**src/rtl/eth_pkg.sv**
```systemverilog
`default_nettype none
// +--------------------------------------------------------------------------+
// | Module   : eth_pkg                                                       |
// | Purpose  : Shared Ethernet constants for the RGMII receive and transmit  |
// |            paths: CRC-32 parameters, preamble/SFD bytes, receive FSM     |
// |            state encoding and err_flags bit positions.                   |
// | Revision : 1.0 - initial release                                         |
// +--------------------------------------------------------------------------+
package eth_pkg;

    // Reflected CRC-32 (IEEE 802.3). The residue is the raw register value
    // (no final inversion) after the FCS bytes of an intact frame.
    localparam logic [31:0] CRC32_POLY_REFL = 32'hEDB8_8320;
    localparam logic [31:0] CRC32_INIT      = 32'hFFFF_FFFF;
    localparam logic [31:0] CRC32_RESIDUE   = 32'hDEBB_20E3;

    localparam logic [7:0]  ETH_PREAMBLE    = 8'h55;
    localparam logic [7:0]  ETH_SFD         = 8'hD5;

    // Receive framing state machine
    typedef enum logic [1:0] {
        ST_IDLE     = 2'd0,
        ST_PREAMBLE = 2'd1,
        ST_DATA     = 2'd2,
        ST_DROP     = 2'd3
    } rx_state_t;

    // err_flags = {crc_err, rx_er_seen, runt, oversize}
    localparam int ERR_W        = 4;
    localparam int ERR_OVERSIZE = 0;
    localparam int ERR_RUNT     = 1;
    localparam int ERR_RXER     = 2;
    localparam int ERR_CRC      = 3;

endpackage : eth_pkg
`default_nettype wire

```
**src/rtl/crc32_d8.sv**
```systemverilog
`default_nettype none
// +--------------------------------------------------------------------------+
// | Module   : crc32_d8                                                      |
// | Purpose  : Combinational byte-parallel reflected CRC-32 step. Shared by  |
// |            the receive FCS checker and the transmit FCS generator.       |
// | Ports    : crc_in    [31:0] current CRC register                         |
// |            data_byte [7:0]  byte to absorb, LSB first on the wire        |
// |            crc_out   [31:0] CRC after absorbing data_byte                |
// | Revision : 1.0 - initial release                                         |
// +--------------------------------------------------------------------------+
module crc32_d8
    import eth_pkg::*;
(
    input  logic [31:0] crc_in,
    input  logic [7:0]  data_byte,
    output logic [31:0] crc_out
);

    logic [31:0] w_crc;

    // Eight unrolled LFSR shifts; synthesis flattens this to an XOR network.
    always_comb begin
        w_crc = crc_in;
        for (int i = 0; i < 8; i++) begin
            if (w_crc[0] ^ data_byte[i]) begin
                w_crc = (w_crc >> 1) ^ CRC32_POLY_REFL;
            end else begin
                w_crc = w_crc >> 1;
            end
        end
    end

    assign crc_out = w_crc;

endmodule : crc32_d8
`default_nettype wire

```
**src/rtl/rgmii_rx_decoder.sv**
```systemverilog
`default_nettype none
// +--------------------------------------------------------------------------+
// | Module   : rgmii_rx_decoder                                              |
// | Purpose  : RGMII receive decoder. Rebuilds the GMII byte stream from the |
// |            DDR-captured pins, strips preamble/SFD, checks the FCS and    |
// |            delivers DA..FCS bytes with a per-frame status pulse.         |
// | Ports    : gmii_rx_clk            receive clock (rising edge)            |
// |            rst                    synchronous active-high reset          |
// |            rx_ctl_r / rx_ctl_f    RX_CTL rising / falling samples        |
// |            rxd_r / rxd_f          RXD low / high nibble                  |
// |            gmii_rx_dv/er/rxd      stage-1 GMII signals (1-cycle lag)     |
// |            pkt_valid/data/sof     frame byte stream (2-cycle lag)        |
// |            frame_done             1-cycle end-of-frame pulse             |
// |            frame_good/len/err_flags  status, valid with frame_done       |
// | Revision : 1.0 - initial release                                         |
// +--------------------------------------------------------------------------+
module rgmii_rx_decoder
    import eth_pkg::*;
#(
    parameter int MAX_LEN = 1518,
    parameter int MIN_LEN = 64
) (
    input  logic        gmii_rx_clk,
    input  logic        rst,
    input  logic        rx_ctl_r,
    input  logic        rx_ctl_f,
    input  logic [3:0]  rxd_r,
    input  logic [3:0]  rxd_f,
    output logic        gmii_rx_dv,
    output logic        gmii_rx_er,
    output logic [7:0]  gmii_rxd,
    output logic        pkt_valid,
    output logic [7:0]  pkt_data,
    output logic        pkt_sof,
    output logic        frame_done,
    output logic        frame_good,
    output logic [10:0] frame_len,
    output logic [3:0]  err_flags
);

    localparam logic [10:0] c_len_max  = 11'h7FF;
    localparam logic [10:0] c_over_len = 11'(MAX_LEN + 1);
    localparam logic [10:0] c_min_len  = 11'(MIN_LEN);

    // ------------------------------------------------------------------
    // Stage 1: pin decode
    // ------------------------------------------------------------------
    logic       r_rx_dv;
    logic       r_rx_er;
    logic [7:0] r_rxd;

    always_ff @(posedge gmii_rx_clk) begin
        if (rst) begin
            r_rx_dv <= 1'b0;
            r_rx_er <= 1'b0;
            r_rxd   <= 8'h00;
        end else begin
            r_rx_dv <= rx_ctl_r;
            r_rx_er <= rx_ctl_r ^ rx_ctl_f;
            r_rxd   <= {rxd_f, rxd_r};
        end
    end

    // ------------------------------------------------------------------
    // Framing state and per-frame accumulators
    // ------------------------------------------------------------------
    rx_state_t   r_state;
    rx_state_t   w_state_next;
    logic [10:0] r_len;
    logic [10:0] w_len_next;
    logic [10:0] w_len_inc;
    logic [31:0] r_crc;
    logic [31:0] w_crc_next;
    logic [31:0] w_crc_upd;
    logic        r_rxer_seen;
    logic        w_rxer_next;
    logic        r_oversize;
    logic        w_oversize_next;
    logic        r_from_data;     // DROP was entered from DATA: owes a frame_done
    logic        w_from_data_next;
    logic        r_first;         // next DATA byte is the first of the frame
    logic        w_first_next;
    logic        w_start;
    logic        w_emit;
    logic        w_sof;
    logic        w_done;
    logic [ERR_W-1:0] w_status;

    crc32_d8 u_crc32_d8 (
        .crc_in    (r_crc),
        .data_byte (r_rxd),
        .crc_out   (w_crc_upd)
    );

    // Length counter sticks at 2047 rather than wrapping.
    assign w_len_inc = (r_len == c_len_max) ? r_len : r_len + 11'd1;

    always_comb begin
        w_status               = '0;
        w_status[ERR_CRC]      = (r_crc != CRC32_RESIDUE);
        w_status[ERR_RXER]     = r_rxer_seen;
        w_status[ERR_RUNT]     = (r_len < c_min_len);
        w_status[ERR_OVERSIZE] = r_oversize;
    end

    always_ff @(posedge gmii_rx_clk) begin
        if (rst) begin
            r_state     <= ST_IDLE;
            r_len       <= 11'd0;
            r_crc       <= CRC32_INIT;
            r_rxer_seen <= 1'b0;
            r_oversize  <= 1'b0;
            r_from_data <= 1'b0;
            r_first     <= 1'b0;
        end else begin
            r_state     <= w_state_next;
            r_len       <= w_len_next;
            r_crc       <= w_crc_next;
            r_rxer_seen <= w_rxer_next;
            r_oversize  <= w_oversize_next;
            r_from_data <= w_from_data_next;
            r_first     <= w_first_next;
        end
    end

    // Next-state and per-cycle strobes. dv low ends the frame whatever er
    // says, so carrier extension (dv=0, er=1) behaves like plain idle.
    always_comb begin
        w_state_next     = r_state;
        w_len_next       = r_len;
        w_crc_next       = r_crc;
        w_rxer_next      = r_rxer_seen;
        w_oversize_next  = r_oversize;
        w_from_data_next = r_from_data;
        w_first_next     = r_first;
        w_start          = 1'b0;
        w_emit           = 1'b0;
        w_sof            = 1'b0;
        w_done           = 1'b0;

        case (r_state)
            ST_IDLE: begin
                if (r_rx_dv) begin
                    if (r_rxd == ETH_PREAMBLE) begin
                        w_state_next = ST_PREAMBLE;
                    end else if (r_rxd == ETH_SFD) begin
                        // Short-preamble PHY: SFD straight from idle
                        w_state_next = ST_DATA;
                        w_start      = 1'b1;
                    end else begin
                        w_state_next     = ST_DROP;
                        w_from_data_next = 1'b0;
                    end
                end
            end

            ST_PREAMBLE: begin
                if (!r_rx_dv) begin
                    w_state_next = ST_IDLE;
                end else if (r_rxd == ETH_SFD) begin
                    w_state_next = ST_DATA;
                    w_start      = 1'b1;
                end else if (r_rxd != ETH_PREAMBLE) begin
                    w_state_next     = ST_DROP;
                    w_from_data_next = 1'b0;
                end
            end

            ST_DATA: begin
                if (r_rx_dv) begin
                    w_len_next  = w_len_inc;
                    w_rxer_next = r_rxer_seen | r_rx_er;
                    if (w_len_inc == c_over_len) begin
                        // The overflowing byte is swallowed; the rest of
                        // the frame is discarded in DROP.
                        w_oversize_next  = 1'b1;
                        w_from_data_next = 1'b1;
                        w_state_next     = ST_DROP;
                    end else begin
                        w_emit       = 1'b1;
                        w_sof        = r_first;
                        w_first_next = 1'b0;
                        w_crc_next   = w_crc_upd;
                    end
                end else begin
                    w_done       = 1'b1;
                    w_state_next = ST_IDLE;
                end
            end

            ST_DROP: begin
                if (!r_rx_dv) begin
                    w_done           = r_from_data;
                    w_from_data_next = 1'b0;
                    w_state_next     = ST_IDLE;
                end
            end

            default: begin
                w_state_next = ST_IDLE;
            end
        endcase

        // SFD seen: open a fresh frame context.
        if (w_start) begin
            w_len_next       = 11'd0;
            w_crc_next       = CRC32_INIT;
            w_rxer_next      = 1'b0;
            w_oversize_next  = 1'b0;
            w_from_data_next = 1'b0;
            w_first_next     = 1'b1;
        end
    end

    // ------------------------------------------------------------------
    // Stage 2: output registers
    // ------------------------------------------------------------------
    logic        r_pkt_valid;
    logic [7:0]  r_pkt_data;
    logic        r_pkt_sof;
    logic        r_frame_done;
    logic        r_frame_good;
    logic [10:0] r_frame_len;
    logic [3:0]  r_err_flags;

    always_ff @(posedge gmii_rx_clk) begin
        if (rst) begin
            r_pkt_valid  <= 1'b0;
            r_pkt_data   <= 8'h00;
            r_pkt_sof    <= 1'b0;
            r_frame_done <= 1'b0;
            r_frame_good <= 1'b0;
            r_frame_len  <= 11'd0;
            r_err_flags  <= 4'd0;
        end else begin
            r_pkt_valid  <= w_emit;
            r_pkt_data   <= w_emit ? r_rxd : 8'h00;
            r_pkt_sof    <= w_sof;
            r_frame_done <= w_done;
            if (w_done) begin
                r_frame_good <= ~|w_status;
                r_frame_len  <= r_len;
                r_err_flags  <= w_status;
            end
        end
    end

    assign gmii_rx_dv = r_rx_dv;
    assign gmii_rx_er = r_rx_er;
    assign gmii_rxd   = r_rxd;
    assign pkt_valid  = r_pkt_valid;
    assign pkt_data   = r_pkt_data;
    assign pkt_sof    = r_pkt_sof;
    assign frame_done = r_frame_done;
    assign frame_good = r_frame_good;
    assign frame_len  = r_frame_len;
    assign err_flags  = r_err_flags;

endmodule : rgmii_rx_decoder
`default_nettype wire

```
**config.mk**
```make
export PLATFORM = sky130hd
export DESIGN_NAME = rgmii_rx_decoder
export DESIGN_NICKNAME = d
export VERILOG_FILES = /design/src/rtl/eth_pkg.sv /design/src/rtl/crc32_d8.sv /design/src/rtl/rgmii_rx_decoder.sv
export SDC_FILE = /design/constraint.sdc
export NUM_CORES = 1
export LEC_CHECK = 0
export CORE_AREA = 8 8 137 139
export CTS_BUF_LIST = sky130_fd_sc_hd__clkbuf_16
export DETAILED_ROUTE_END_ITERATION = 8
export DIE_AREA = 0 0 145 147
export PLACE_DENSITY = 0.53
export REMOVE_ABC_BUFFERS = 1
export SETUP_SLACK_MARGIN = 0.02
export SLEW_MARGIN = 0
export SYNTH_ARGS = -nofsm -noshare
export SYNTH_HDL_FRONTEND = slang
export SYNTH_SLANG_ARGS = --single-unit
```
**constraint.sdc**
```tcl
create_clock -name gmii_rx_clk -period 2.1 [get_ports gmii_rx_clk]
set_input_delay 0.525 -clock gmii_rx_clk [delete_from_list [all_inputs] [get_ports gmii_rx_clk]]
set_output_delay 0.525 -clock gmii_rx_clk [all_outputs]
set_load 0.005 [all_outputs]
```
==> impl_metrics.json, run 1 <==
{
  "cp.arrival_ns": 2.28,
  "worstHoldEndpoint": "frame_len[8]$_SDFFE_PP0P_",
  "p_seq_share_pct": 43.2,
  "p_sw_share_pct": 24.5,
  "die_w_um": 145,
  "clock_path_buffers": 2,
  "grt_pass1_vias": 3500,
  "synth-edff-count": 0,
  "p_per_area_nw_per_um2": 699,
  "hpwl_um": 7960,
  "peakVddDrop_uv": 426,
  "r2r_cells": 9,
  "multi_input_area_um2": 2350,
  "cp-start-kind": "flop",
  "rows": 48,
  "clock_latency_ns": 0.34,
  "fillers": 1668,
  "drive_gt1_share_pct": 19.4,
  "totalPowerFinal_mw": 3.93,
  "drt_iter0_drc": 181,
  "grt_first_pass_wirelength_um": 18400,
  "antenna_found_initial": 0,
  "synthToLayoutAreaGrowth_pct": 37.6,
  "synthTopCellsByArea": "dfxtp_1 (42%), xnor2_1 (8.8%), xor2_1 (5.1%)",
  "antennaDiodeCount": 0,
  "r2r-start": "r_len[1]$_SDFFE_PP0P_",
  "clk_pin_slew_worst_paths_ns": 0.06,
  "synth_warnings": 0,
  "slew_viol_final": 0,
  "grt.met3_usage_pct": 2.15,
  "core-area_um2": 16800,
  "tightest_slew_ns": 0.530,
  "routed_via_density": 4.64,
  "antenna_left": 0,
  "skew_ns": 0.00835,
  "status": "completed",
  "drt-wirelength-per-cell_um": 15.4,
  "cts_root_buf": "clkbuf_16",
  "synth_top_area_share_pct": 42.2,
  "gp_congestion": 0.842,
  "reg2reg_to": "pkt_data[2]$_SDFF_PP0_",
  "rrSetupSlack_ns": 0.05,
  "ios": 49,
  "die_area_um2": 21300,
  "p_sw_mw": 0.963,
  "htreeDepth": 3,
  "hold_violations": 0,
  "use_met1_pct": 13.1,
  "fin_util_pct": 33.5,
  "fin_crit_ns": 2.05,
  "start_util_pct": 24.4,
  "pwr-share-comb_pct": 14.4,
  "dieHeight_um": 147,
  "cp_max_fo": 6,
  "io_buffers": 48,
  "syn_inst": 439,
  "seq_area_frac_synth_pct": 42.2,
  "setup_violations": 0,
  "drc_errors": 0,
  "placedCellCount": 725,
  "top_usage_layer": "met2",
  "cts.sinks": 86,
  "tns_ns": 0,
  "track_usage_pct": 10.5,
  "syn_area_per_cell_um2": 9.30,
  "hold_depth": 2,
  "fin_cells": 746,
  "fin_crit_sh_pct": 97.6,
  "cts_buffers": 9,
  "synth_area_leader_cell": "dfxtp_1",
  "postPlaceCellArea_um2": 5090,
  "gr-usage-met2_pct": 17.3,
  "drt_first_pass_iters": 5,
  "cp.required_ns": 2.33,
  "cts_tree": "yes",
  "hold_path.startpoint": "frame_len[8]$_SDFFE_PP0P_",
  "hold_path.class": "reg2reg",
  "relSlewSlack_pct": 64.7,
  "synth_seq_cells": 86,
  "synthFlopType": "dfxtp_1",
  "timing.fmax_mhz": 488,
  "netlist_area_um2": 4080,
  "drv_cap": 0,
  "synth_cell_types": 58,
  "pwr-share-clk_pct": 42.4,
  "p_leak_nw": 2.01,
  "grt_overflow": 0,
  "final_area_um2": 5620,
  "p_int_mw": 2.97,
  "path_class": "reg2reg",
  "final_nets": 531,
  "endpoint_kind": "flop",
  "num_vias": 3459,
  "grt_max_degree": 35,
  "wl_um": 11500,
  "seq_area_um2": 1730,
  "async_flop_share_pct": 0
}
cell usage in the layout (no fill, tap or decap), drive strengths merged, types with 4 or more instances in the layout:
master / Yosys / final
a21oi: 33 / 33
o21ai: 36 / 36
nand2b: 6 / 6
inv: 2 / 4
o211ai: 23 / 23
nor3: 13 / 14
clkdlybuf4s50: 0 / 48
nor2: 15 / 15
and2: 11 / 11
clkbuf: 18 / 12
nand3: 7 / 7
nand2: 36 / 36
nand4: 5 / 5
and3: 7 / 7
dfxtp: 86 / 86
buf: 12 / 46
xor2: 27 / 27
xnor2: 48 / 48
nor2b: 11 / 11
stage by stage:
step / hold slack, ns / worst slack [ns]
global placement: 0.446 / 0.0768
floorplan: 0.423 / -0.412
global route: 0.467 / -0.0167
detailed placement: 0.441 / -0.00478
CTS: 0.455 / 0.0265
finish: 0.454 / 0.0514
per-layer routing:
layer | wire (µm) | up-vias | part of all wire (%)
met4 | 232 | 0 | 2.0
met1 | 5210 | 1672 | 45
met2 | 5530 | 69 | 48
met5 | 0 | - | 0
met3 | 527 | 18 | 4.6
li1 | - | 1700 | -
worst max-delay path, stage by stage (launching register included):
cell and delay [ns]:
dfxtp_2 0.34, ha_4 0.17, nand4b_1 0.18, o31ai_2 0.23, o2111a_2 0.28, o2111a_2 0.25, buf_4 0.15, buf_12 0.12
nor3_4 0.05, and2_1 0.18
power by group through the flow:
stage | sequential [mW] | combinational [mW] | clock, mW
floorplan | 1.72 | 0.359 | 0
global placement | 1.73 | 0.546 | 0
detailed placement | 1.73 | 0.546 | 0
CTS | 1.70 | 0.552 | 1.71
global route | 1.70 | 0.612 | 1.77
finish | 1.70 | 0.565 | 1.67
cell usage after synthesis, drive strengths merged, types with 3 or more instances:
| master | number |
|---|---|
| nand4 | 5 |
| nand2b | 6 |
| nor3 | 13 |
| xnor2 | 48 |
| nand4b | 3 |
| o21ai | 36 |
| nor2 | 15 |
| a21oi | 33 |
| a31oi | 3 |
| xor2 | 27 |
| nand2 | 36 |
| buf | 12 |
| clkbuf | 18 |
| nor2b | 11 |
| mux2i | 3 |
| and3 | 7 |
| and2 | 11 |
| nand3 | 7 |
| o211ai | 23 |
| dfxtp | 86 |
area by class of cell:
type                    count  area share (%)
multi-input cells         322            41.8
inverters                   2           0.134
clock inverters             5            1.36
repair buffers             97            17.0
flip-flops and latches     86            30.7
well taps                 225            5.01
clock buffers               9            4.01
worst max-delay path by stage:
stage / depth (start not counted) / slack [ns] / end / from
after CTS: 8 / 0.03 / r_from_data$_SDFFE_PP0P_ / r_len[0]$_SDFFE_PP0P_
after global routing: 9 / -0.02 / pkt_data[3]$_SDFF_PP0_ / r_len[1]$_SDFFE_PP0P_
after detailed placement: 8 / -0.005 / r_from_data$_SDFFE_PP0P_ / r_len[0]$_SDFFE_PP0P_
after floorplan: 7 / -0.41 / r_crc[0]$_SDFFE_PP1P_ / r_len[0]$_SDFFE_PP0P_
after global placement: 8 / 0.08 / r_from_data$_SDFFE_PP0P_ / r_len[0]$_SDFFE_PP0P_
final: 9 / 0.05 / pkt_data[2]$_SDFF_PP0_ / r_len[1]$_SDFFE_PP0P_
cells by family after synthesis:
family                   count (synthesis)  synth area share, %
flip-flops                              86                 42.2
XOR/XNOR                                77                 19.3
AND/OR/NAND/NOR                        130                 17.5
AO/OA/AOI/OAI                          110                 16.5
adder cells (fa/ha/maj)                  1                0.306
multiplexers                             3                0.735
buffers and inverters                   32                 3.43
registers in the layout (all words and copies together) (netlist names), 2 cells and up:
| name | count |
|---|---|
| pkt_data | 8 |
| r_state | 2 |
| frame_len | 11 |
| gmii_rxd | 8 |
| err_flags | 4 |
| r_len | 11 |
| r_crc | 32 |
what timing repair did:
| action | 4_1_cts | 5_1_grt |
|---|---|---|
| resized for setup | 2 | 43 |
| gates cloned | 1 | 3 |
| pin swaps | 2 | 8 |
| buffers inserted | 0 | 3 |
| hold buffers | 0 | 0 |
| endpoints found under the hold margin | 0 | 0 |
| setup endpoints to repair | 6 | 45 |
No activity file was read; power rests on OpenSTA's default activity.
==> run 2: changes to the inputs <==
--- a/config.mk
+++ b/config.mk
@@ -12,7 +12,7 @@
 export PLACE_DENSITY = 0.53
 export REMOVE_ABC_BUFFERS = 1
 export SETUP_SLACK_MARGIN = 0.02
-export SLEW_MARGIN = 0
+export SLEW_MARGIN = 20
 export SYNTH_ARGS = -nofsm -noshare
 export SYNTH_HDL_FRONTEND = slang
 export SYNTH_SLANG_ARGS = --single-unit
==> results of run 2 <==
Final layout, timing and power as in run 1 (identical DEF).
